File: config.mk
export PLATFORM = sky130hd
export DESIGN_NAME = div_fsm
export DESIGN_NICKNAME = d
export VERILOG_FILES = /design/src/rtl/alu_pkg.sv /design/src/rtl/add_sub.sv /design/src/rtl/d_ff_async_en.sv /design/src/rtl/div_fsm.sv
export SDC_FILE = /design/constraint.sdc
export NUM_CORES = 1
export LEC_CHECK = 0
export BUFFER_PORTS_ARGS = -buffer_cell sky130_fd_sc_hd__buf_4
export CORE_MARGIN = 2
export CORE_UTILIZATION = 31
export CTS_CLUSTER_SIZE = 16
export DETAILED_ROUTE_END_ITERATION = 16
export MAX_ROUTING_LAYER = met4
export PLACE_DENSITY = 0.51
export SYNTH_ARGS = -nofsm -noshare
export SYNTH_HDL_FRONTEND = slang
export SYNTH_SLANG_ARGS = --single-unit
File: constraint.sdc
create_clock -name clk -period 2.2 [get_ports clk]
set_input_delay 0.44 -clock clk [delete_from_list [all_inputs] [get_ports clk]]
set_output_delay 0.44 -clock clk [all_outputs]
set_load 0.1 [all_outputs]
File: src/rtl/alu_pkg.sv
// alu_pkg: shared FSM encodings and result-word field offsets for the ALU units
package alu_pkg;
  localparam logic [1:0] S_IDLE  = 2'd0;
  localparam logic [1:0] S_CHECK = 2'd1;
  localparam logic [1:0] S_ITER  = 2'd2;
  localparam logic [1:0] S_SAVE  = 2'd3;
  // Result word layout for an ALU of width dw: {id, dz_flag, quotient, remainder}
  function automatic int rem_lsb();
    return 0;
  endfunction
  function automatic int quo_lsb(input int dw);
    return dw / 2;
  endfunction
  function automatic int dz_bit(input int dw);
    return dw;
  endfunction
  function automatic int id_lsb(input int dw);
    return dw + 1;
  endfunction
endpackage

File: src/rtl/add_sub.sv
// add_sub: W-bit adder/subtractor; in subtract mode cout=1 means a >= b
module add_sub #(
  parameter int W = 8
) (
  input  logic [W-1:0] a,
  input  logic [W-1:0] b,
  input  logic         sub,
  output logic [W-1:0] s,
  output logic         cout
);
  // Two's complement subtract as a + ~b + 1
  always_comb {cout, s} = {1'b0, a} + {1'b0, sub ? ~b : b} + (W+1)'(sub);
endmodule

File: src/rtl/d_ff_async_en.sv
// d_ff_async_en: W-bit register with enable and asynchronous active-low clear
module d_ff_async_en #(
  parameter int W = 1
) (
  input  logic         clk,
  input  logic         rst_n,
  input  logic         en,
  input  logic [W-1:0] d,
  output logic [W-1:0] q
);
  // Clear on reset, otherwise load when enabled
  always_ff @(posedge clk or negedge rst_n)
    if (!rst_n) q <= '0;
    else if (en) q <= d;
endmodule

File: src/rtl/div_fsm.sv
// div_fsm: sequential restoring divider with valid/ready/written handshake
module div_fsm
  import alu_pkg::*;
#(
  parameter int DATA_SIZE = 16,
  parameter int ID_SIZE   = 8
) (
  input  logic                           clk,
  input  logic                           rst_n,
  input  logic [DATA_SIZE/2-1:0]         a_in,
  input  logic [DATA_SIZE/2-1:0]         b_in,
  input  logic [ID_SIZE-1:0]             id_div,
  input  logic                           d_valid_data,
  input  logic                           ready_f_res,
  input  logic                           div_written,
  output logic                           d_ready_data,
  output logic                           d_valid_res,
  output logic [DATA_SIZE+ID_SIZE:0]     result_div,
  output logic                           start
);
  localparam int DIV_DATA_SIZE    = DATA_SIZE / 2;
  localparam int DIV_COUNTER_SIZE = $clog2(DIV_DATA_SIZE) + 1;
  localparam int W  = DIV_DATA_SIZE;
  localparam int CW = DIV_COUNTER_SIZE;
  localparam int RL = rem_lsb();
  localparam int QL = quo_lsb(DATA_SIZE);
  localparam int DB = dz_bit(DATA_SIZE);
  localparam int IL = id_lsb(DATA_SIZE);

  logic [1:0]         state, state_nxt;
  logic [W-1:0]       a_reg, b_reg, q_reg, r_reg, q_d, r_d;
  logic [ID_SIZE-1:0] id_reg, res_id;
  logic [CW-1:0]      cnt, cnt_nxt;
  logic               dz, accept, in_check, in_iter, bz, done, cout;
  logic [W:0]         t;
  logic               unused_t;

  assign in_check     = state == S_CHECK;
  assign in_iter      = state == S_ITER;
  assign d_ready_data = rst_n & (state == S_IDLE) & ready_f_res;
  assign d_valid_res  = state == S_SAVE;
  assign accept       = d_valid_data & d_ready_data;
  assign bz           = b_reg == '0;
  assign cnt_nxt      = cnt + CW'(1);
  assign done         = cnt_nxt == CW'(W);
  assign unused_t     = t[W];

  // Trial subtraction of the divisor from the shifted partial remainder
  add_sub #(.W(W + 1)) u_sub (
    .a(({r_reg, q_reg[W-1]})), .b({1'b0, b_reg}), .sub(1'b1), .s(t), .cout(cout)
  );

  // Next state: accept in IDLE, branch on divide-by-zero, count bits, wait for write-back
  always_comb
    state_nxt = state == S_IDLE  ? (accept ? S_CHECK : S_IDLE) :
                state == S_CHECK ? (bz ? S_SAVE : S_ITER) :
                state == S_ITER  ? (done ? S_SAVE : S_ITER) :
                                   (div_written ? S_IDLE : S_SAVE);

  // Quotient/remainder update: init in CHECK, restoring step in ITER
  always_comb begin
    q_d = in_check ? (bz ? '1 : a_reg) : {q_reg[W-2:0], cout};
    r_d = in_check ? (bz ? a_reg : '0) : (cout ? t[W-1:0] : {r_reg[W-2:0], q_reg[W-1]});
  end

  // Result word assembled from the result registers at their field offsets
  always_comb begin
    result_div = '0;
    result_div[RL +: W]       = r_reg;
    result_div[QL +: W]       = q_reg;
    result_div[DB]            = dz;
    result_div[IL +: ID_SIZE] = res_id;
  end

  d_ff_async_en #(.W(2))       u_state (.clk, .rst_n, .en(1'b1), .d(state_nxt), .q(state));
  d_ff_async_en #(.W(1))       u_start (.clk, .rst_n, .en(1'b1), .d(accept), .q(start));
  d_ff_async_en #(.W(W))       u_a     (.clk, .rst_n, .en(accept), .d(a_in), .q(a_reg));
  d_ff_async_en #(.W(W))       u_b     (.clk, .rst_n, .en(accept), .d(b_in), .q(b_reg));
  d_ff_async_en #(.W(ID_SIZE)) u_id    (.clk, .rst_n, .en(accept), .d(id_div), .q(id_reg));
  d_ff_async_en #(.W(CW))      u_cnt   (.clk, .rst_n, .en(in_check | in_iter),
                                        .d(in_iter ? cnt_nxt : '0), .q(cnt));
  d_ff_async_en #(.W(W))       u_q     (.clk, .rst_n, .en(in_check | in_iter), .d(q_d), .q(q_reg));
  d_ff_async_en #(.W(W))       u_r     (.clk, .rst_n, .en(in_check | in_iter), .d(r_d), .q(r_reg));
  d_ff_async_en #(.W(1))       u_dz    (.clk, .rst_n, .en(in_check), .d(bz), .q(dz));
  d_ff_async_en #(.W(ID_SIZE)) u_rid   (.clk, .rst_n, .en(in_check), .d(id_reg), .q(res_id));
endmodule
Yosys cells after proc, flatten, opt, wreduce, memory -nomap -nowiden
Cells that the tools add are included.
{"block": "op_classes", "multipliers": 0, "magnitude_cmp": 0, "div_mod_pow": 0, "muxes": 13, "bitwise": 5, "n_reduce_logical": 2, "n_shift": 0, "n_eq_ne": 4, "add_sub_neg": 3}
{"cell": "$mux W8", "count": 5}
{"cell": "$add A10 B1 Y10 const B", "count": 1}
{"cell": "$add A9 B9 Y10", "count": 1}
{"cell": "$not A8 Y9", "count": 1}
{"cell": "$logic_not A8 Y1", "count": 1}
{"cell": "$mux W2", "count": 4}
{"cell": "$add A4 B1 Y4 const B", "count": 1}
{"cell": "$eq A2 B2 Y1 const B", "count": 2}
{"cell": "$eq A4 B4 Y1 const B", "count": 1}
{"cell": "$mux W4", "count": 1}
{"cell": "$and A1 B1 Y1", "count": 3}
{"cell": "$mux W1", "count": 3}
{"cell": "$eq A2 B1 Y1 const B", "count": 1}
{"cell": "$logic_not A2 Y1", "count": 1}
{"cell": "$or A1 B1 Y1", "count": 1}
{"block": "word_totals", "out_inout_bits": 28, "romBits": 0, "input_bits": 29, "latchBits": 0, "register_bits": 56, "wordCells": 37, "ramBits": 0, "memories": 0}

Longest topological paths before layout
Gate-level depths: netlist (run 1).
{"block": "logic_depth", "word_depth": 6, "ltp_mapped": 9, "depth_no_buf": 9}

Cells and area by module
From an unflattened synthesis (run 1), not the netlist that was laid out.
{"block": "hier_totals", "cells_unflattened": 267, "area_unflattened_um2": 3326.9}
{"mod": "d_ff_async_en (u_a ...)", "seq_area_each_um2": 200.2, "cells_each": 17, "n_inst": 6, "area_each_um2": 331.6}
{"mod": "div_fsm", "seq_area_each_um2": 0.0, "cells_each": 86, "n_inst": 1, "area_each_um2": 541.8}
{"mod": "add_sub", "seq_area_each_um2": 0.0, "cells_each": 63, "n_inst": 1, "area_each_um2": 498.0}
{"mod": "d_ff_async_en (u_cnt)", "seq_area_each_um2": 100.1, "cells_each": 8, "n_inst": 1, "area_each_um2": 145.1}
{"mod": "d_ff_async_en (u_dz ...)", "seq_area_each_um2": 25.0, "cells_each": 2, "n_inst": 2, "area_each_um2": 40.0}
{"mod": "d_ff_async_en (u_state)", "seq_area_each_um2": 50.0, "cells_each": 4, "n_inst": 1, "area_each_um2": 72.6}

Worst setup path before layout (run 1)
Ideal clock, no wire load.
{"block": "synth_timing", "path_kind": "register to register", "start": "reg u_r.q[5]", "end": "reg u_r.q[0]", "t_required_ps": 2124, "synth_period_minus_slack_ps": 2668, "path_stages_with_launch": 7, "slack_ps": -468, "n_path_buf": 0, "setup_time_ps": 76, "t_arrival_ps": 2592, "path_cell_list": "dfrtp_1 -> ha_1 -> a21o_1 -> a21boi_2 -> nor3b_4 -> mux2_4 -> o21ai_1"}
{"block": "synth_via", "elab_chain_cells": 4}
{"element": "from (decl)", "line": "d_ff_async_en.sv:9", "text": "output logic [W-1:0] q"}
{"element": "from (signal assigned)", "line": "d_ff_async_en.sv:13", "text": "if (!rst_n) q <= '0;"}
{"element": "from (signal assigned)", "line": "d_ff_async_en.sv:14", "text": "else if (en) q <= d;"}
{"element": "$add A9 B9 Y10", "line": "add_sub.sv:12", "text": "always_comb {cout, s} = {1'b0, a} + {1'b0, sub ? ~b : b} + (W+1)'(sub);"}
{"element": "$add A10 B1 Y10", "line": "add_sub.sv:12"}
{"element": "$mux W8 (2 in a row)", "line": "div_fsm.sv:63", "text": "r_d = in_check ? (bz ? a_reg : '0) : (cout ? t[W-1:0] : {r_reg[W-2:0], q_reg[W-1]});"}
Every way passes these cells.
A chain may end at the register's enable or synchronous reset.

Worst setup path in the final report (run 1)
{"block": "layout_timing", "start": "reg u_r.q[1]", "end": "reg u_r.q[0]"}
Same word-level chain as after synthesis.

==> results of run 1 <==
==> worst paths after layout <==
kind | from | to | slack (ps) | cells after the start
worst max-delay path | u_r.q[1] | u_r.q[0] | 90 | 7
worst min-delay path | rst_n | u_state.q[1] | 250 | 2
worst max register to register | u_r.q[1] | u_r.q[0] | 90 | 7
worst min register to register | u_id.q[6] | u_id.q[6] | 480 | 2
max in group asynchronous | rst_n | u_r.q[3] | 1390 | 2
min in group clk | a_in[4] | u_a.q[4] | 310 | 3
==> synth_stat cells, types with 3 or more instances <==
master / n
dfrtp_1: 56
a211oi_1: 3
o21ai_0: 25
o221ai_1: 9
a31oi_1: 7
inv_1: 25
nor2b_1: 6
a21o_1: 4
nand2_1: 67
a21oi_1: 3
nand3_1: 6
ha_1: 13
nor2_1: 11
clkbuf_1: 5
mux2i_1: 6
mux2_2: 9
==> cell families (layout without fill, tap and decap cells) <==
kind of cell	after synthesis	after routing	share of synthesized area, %
compound gates	66	66	16.2
xor+xnor	3	3	0.908
fa+ha+maj	14	14	6.31
buf+inv	37	102	5.62
flops	56	56	48.4
mux	16	16	6.09
simple gates	103	103	16.5
==> routing by layer <==
| layer | part of all wire (%) | up-vias | track usage, % |
|---|---|---|---|
| met2 | 47 | 58 | 23.8 |
| met5 | 0 | - | - |
| met1 | 48 | 1065 | 21.7 |
| met3 | 4.6 | 6 | 2.70 |
| li1 | - | 1142 | - |
| met4 | 0.75 | 0 | 3.16 |
==> worst max-delay path, cell delays in order (launching register included) <==
cell       delay [ps]
dfrtp_4           520
ha_4              310
nand3b_1          180
a2111oi_4         390
nor3b_4            90
buf_4             160
mux2_4            290
o21ai_2           110
==> metrics by stage <==
step	hold WS, ps	util (%)	setup TNS [ps]	cell area, µm²	cells
finish	253	40.1	0	3670	471
global route	300	40.1	-7.31	3670	471
CTS	300	39.8	0	3640	469
detailed placement	461	38.6	0	3530	461
global placement	454	38.6	0	3530	461
floorplan	144	-	-12.0	2950	295
==> timing repair <==
| item | CTS | global route |
|---|---|---|
| setup endpoints to repair | 0 | 9 |
| gates resized for setup | 0 | 4 |
| setup buffers | 0 | 2 |
| hold endpoints to repair | 0 | 0 |
==> layout make-up <==
type | instances | share of cell area [%]
Tap cell | 111 | 3.78
Multi-Input combinational cell | 202 | 37.6
Clock buffer | 6 | 1.98
Sequential cell | 56 | 38.7
Timing Repair Buffer | 68 | 13.9
Clock inverter | 2 | 1.06
Inverter | 26 | 2.96
==> reports/qor.csv, run 1 <==
metric,value,unit
outcome,finished clean,
CTS tree,done,
RSZ-0062 raised after global routing,yes,
"most common cell after layout, fill and taps aside",buf_4,
layout cell share with drive strength beyond 1,31.4,%
Routed WL,7060,µm
register area share after synthesis,48.4,%
Initial Util,31.6,%
register area,1420,µm²
routed len/inst,15.0,µm
Crit Path Category,register to register,
setup violators final,0,
DRC,0,
"Slew Viols, Final",0,
final period demand of the worst path,2110,ps
syn_area_per_cell,9.81,µm²
multi-input combinational cell area,1380,µm²
post-DP HPWL,5170,µm
Worst Hold Class,primary input to asynchronous set/reset pin,
Worst-Margin Slew,715,ps
synthesized area,2900,µm²
Critical Path Sink Type,register,
Syn Inst Count,295,
die area,10100,µm²
GRT overflow,0,
"Net Count, Synth",338,
crit start category,register,
largest net degree at the start of global routing,57,
Rel. slew slack,52.3,%
"Reg clk slew, reported paths",110,ps
Post-synth EDFFs,0,
gr usage total,15.5,%
clk_skew,8.76,ps
initial antenna violation count,0,
initial drt markers,115,
Ys Warns,0,
Post-synth ARST share,100,%
Routed Antenna Nets,0,
maxcap violations,0,
Final Cycle Share,96.1,%
Die H,101,µm
vias in the first global route,2322,
"commonest non-fill, non-tap cells in the layout","buf_4, nand2_1, dfrtp_1",
Area Overhead vs Synth,26.8,%
CTS Hold Buffers Added,0,
"area leader, netlist",dfrtp_1,
crit path max fanout,5,
router iterations before antenna repair,4,
clock buffer depth,2,
Core Area,9150,µm²
"top cells by area, synth","dfrtp_1, nand2_1, ha_1",
Worst EP arrival,2360,ps
Clock Sinks,56,
Port Buffers,56,
Place WS,93.1,ps
Post-synth top flop,dfrtp_1,
first-pass GRT wire length,12000,µm
setup ws final,86.5,ps
vias,2271,
Final Hold Fails,0,
post-synthesis cell type count,50,
latest clock arrival within the worst-skew pair,310,ps
CP Data Required Time,2450,ps
net count reported at finish,402,
ANT cells,0,
TritonCTS Buffers,5,
Std-Cell Rows,35,
routed vias/inst,4.82,
gp weighted congestion,0.911,
I/O Pins,57,
synthesized flop and latch total,56,
Synth top area share,48.4,%
Max H-tree Level,2,
max frequency,0.473,GHz
Root Buffer Master,clkbuf_8,
die width,101,µm
fillers,914,
Power of run 1 is not shown: default switching activity piles up to over one toggle a cycle in this logic, so the estimate is an artifact.
==> run 2: changes to the inputs <==
--- a/config.mk
+++ b/config.mk
@@ -7,11 +7,11 @@
 export LEC_CHECK = 0
 export BUFFER_PORTS_ARGS = -buffer_cell sky130_fd_sc_hd__buf_4
 export CORE_MARGIN = 2
-export CORE_UTILIZATION = 31
+export CORE_UTILIZATION = 45
 export CTS_CLUSTER_SIZE = 16
 export DETAILED_ROUTE_END_ITERATION = 16
 export MAX_ROUTING_LAYER = met4
-export PLACE_DENSITY = 0.51
+export PLACE_DENSITY = 0.69
 export SYNTH_ARGS = -nofsm -noshare
 export SYNTH_HDL_FRONTEND = slang
 export SYNTH_SLANG_ARGS = --single-unit
==> run 2 against run 1 <==
Compared with the run above: clock skew fell by 2.6 ps; first-iteration DRC count fell by 19%; maximum frequency fell by 1.2%; register-to-register slack got worse by 30 ps; flip-flop and latch count did not move; hold slack improved by 34 ps; sequential share of layout area rose by 0.17 points; critical path depth did not move; final cell count fell by 7.2%; critical path type unchanged.
==> reports/qor.csv, run 2 (synthesized netlist as in run 1, its figures left out) <==
metric,value,unit
outcome,finished clean,
clk_skew,6.19,ps
Non-Filler Instances,437,
CTS tree,done,
final period demand of the worst path,2140,ps
Worst Hold Class,primary input to asynchronous set/reset pin,
Std-Cell Rows,29,
routed vias/inst,5.25,
TritonCTS Buffers,5,
Routed Antenna Nets,0,
Clock Sinks,56,
largest net degree at the start of global routing,57,
initial drt markers,93,
router iterations before antenna repair,4,
die area,7090,µm²
"Slew Viols, Final",0,
Routed WL,6600,µm
Port Buffers,56,
Area Overhead vs Synth,26.3,%
net count reported at finish,402,
"Reg clk slew, reported paths",110,ps
max frequency,0.467,GHz
clock buffer depth,2,
vias in the first global route,2347,
CP Data Required Time,2400,ps
maxcap violations,0,
crit start category,register,
Crit Path Category,register to register,
Critical Path Sink Type,register,
Core Area,6280,µm²
post-DP HPWL,4680,µm
Final Hold Fails,0,
Initial Util,46.1,%
routed len/inst,15.1,µm
Register-to-Register Path Depth,7,
Worst-Margin Slew,718,ps
DRC,0,
final hold slack,287,ps
Area after DPL,3470,µm²
Die H,84.2,µm
first-pass GRT wire length,11200,µm
vias,2296,
r2r setup slk,60,ps
Max H-tree Level,2,
Worst EP arrival,2340,ps
CTS Hold Buffers Added,0,
setup violators final,0,
layout cell share with drive strength beyond 1,31.4,%
initial antenna violation count,0,
TNS Setup,0,ps
Rel. slew slack,52.2,%
die width,84.2,µm
RSZ-0062 raised after global routing,yes,
GRT overflow,0,
ANT cells,0,
I/O Pins,57,
placed cells,425,
Root Buffer Master,clkbuf_8,
latest clock arrival within the worst-skew pair,310,ps
gp weighted congestion,0.917,
"commonest non-fill, non-tap cells in the layout","nand2_1, buf_4, dfrtp_1",
Final Cycle Share,97.3,%
crit path max fanout,4,
fin area,3660,µm²
gr usage total,20.0,%
-- run 2: path summary, 6_finish.rpt --
path / endpoint / startpoint
setup / recovery: u_r.q[6] / u_r.q[1]
max in group asynchronous: u_r.q[5] / rst_n
hold reg to reg: u_id.q[6] / u_id.q[6]
min in group clk: u_state.q[1] / div_written
setup reg to reg: u_r.q[6] / u_r.q[1]
hold / removal: u_b.q[6] / rst_n
-- run 2: timing repair --
action	CTS	global route
setup endpoints to repair	0	3
resized for setup	0	4
buffers inserted	0	5
-- run 2: layout make-up --
cell class	count	area (µm²)
clock inverters	3	68.8
clock buffers	5	68.8
inverters	26	105
fillers	569	2620
well taps	77	96.3
repair buffers	68	514
multi-input cells	202	1380
flip-flops and latches	56	1420
-- run 2: routing by layer --
layer	track usage, %	routed length, µm	vias to the layer above
met1	26.2	3110	1103
met4	4.84	48	0
met5	-	0	-
li1	-	-	1142
met3	3.83	264	6
met2	32.4	3180	45
-- run 2: stage by stage --
step,utilization [%],setup WS [ps]
6_report,58.2,60.4
5_1_grt,58.2,-33.5
4_1_cts,57.5,64.6
3_5_place_dp,55.3,84.8
3_3_place_gp,55.3,109
2_1_floorplan,-,-12.0
-- run 2: critical path, stage by stage (launching register included) --
cell and delay (ps):
dfrtp_4 510, ha_4 290, nand3b_1 170, a2111oi_4 450, nor3b_4 100, buf_4 160
a221oi_2 250, a211oi_2 90
Power of run 2 is left out for the same reason.
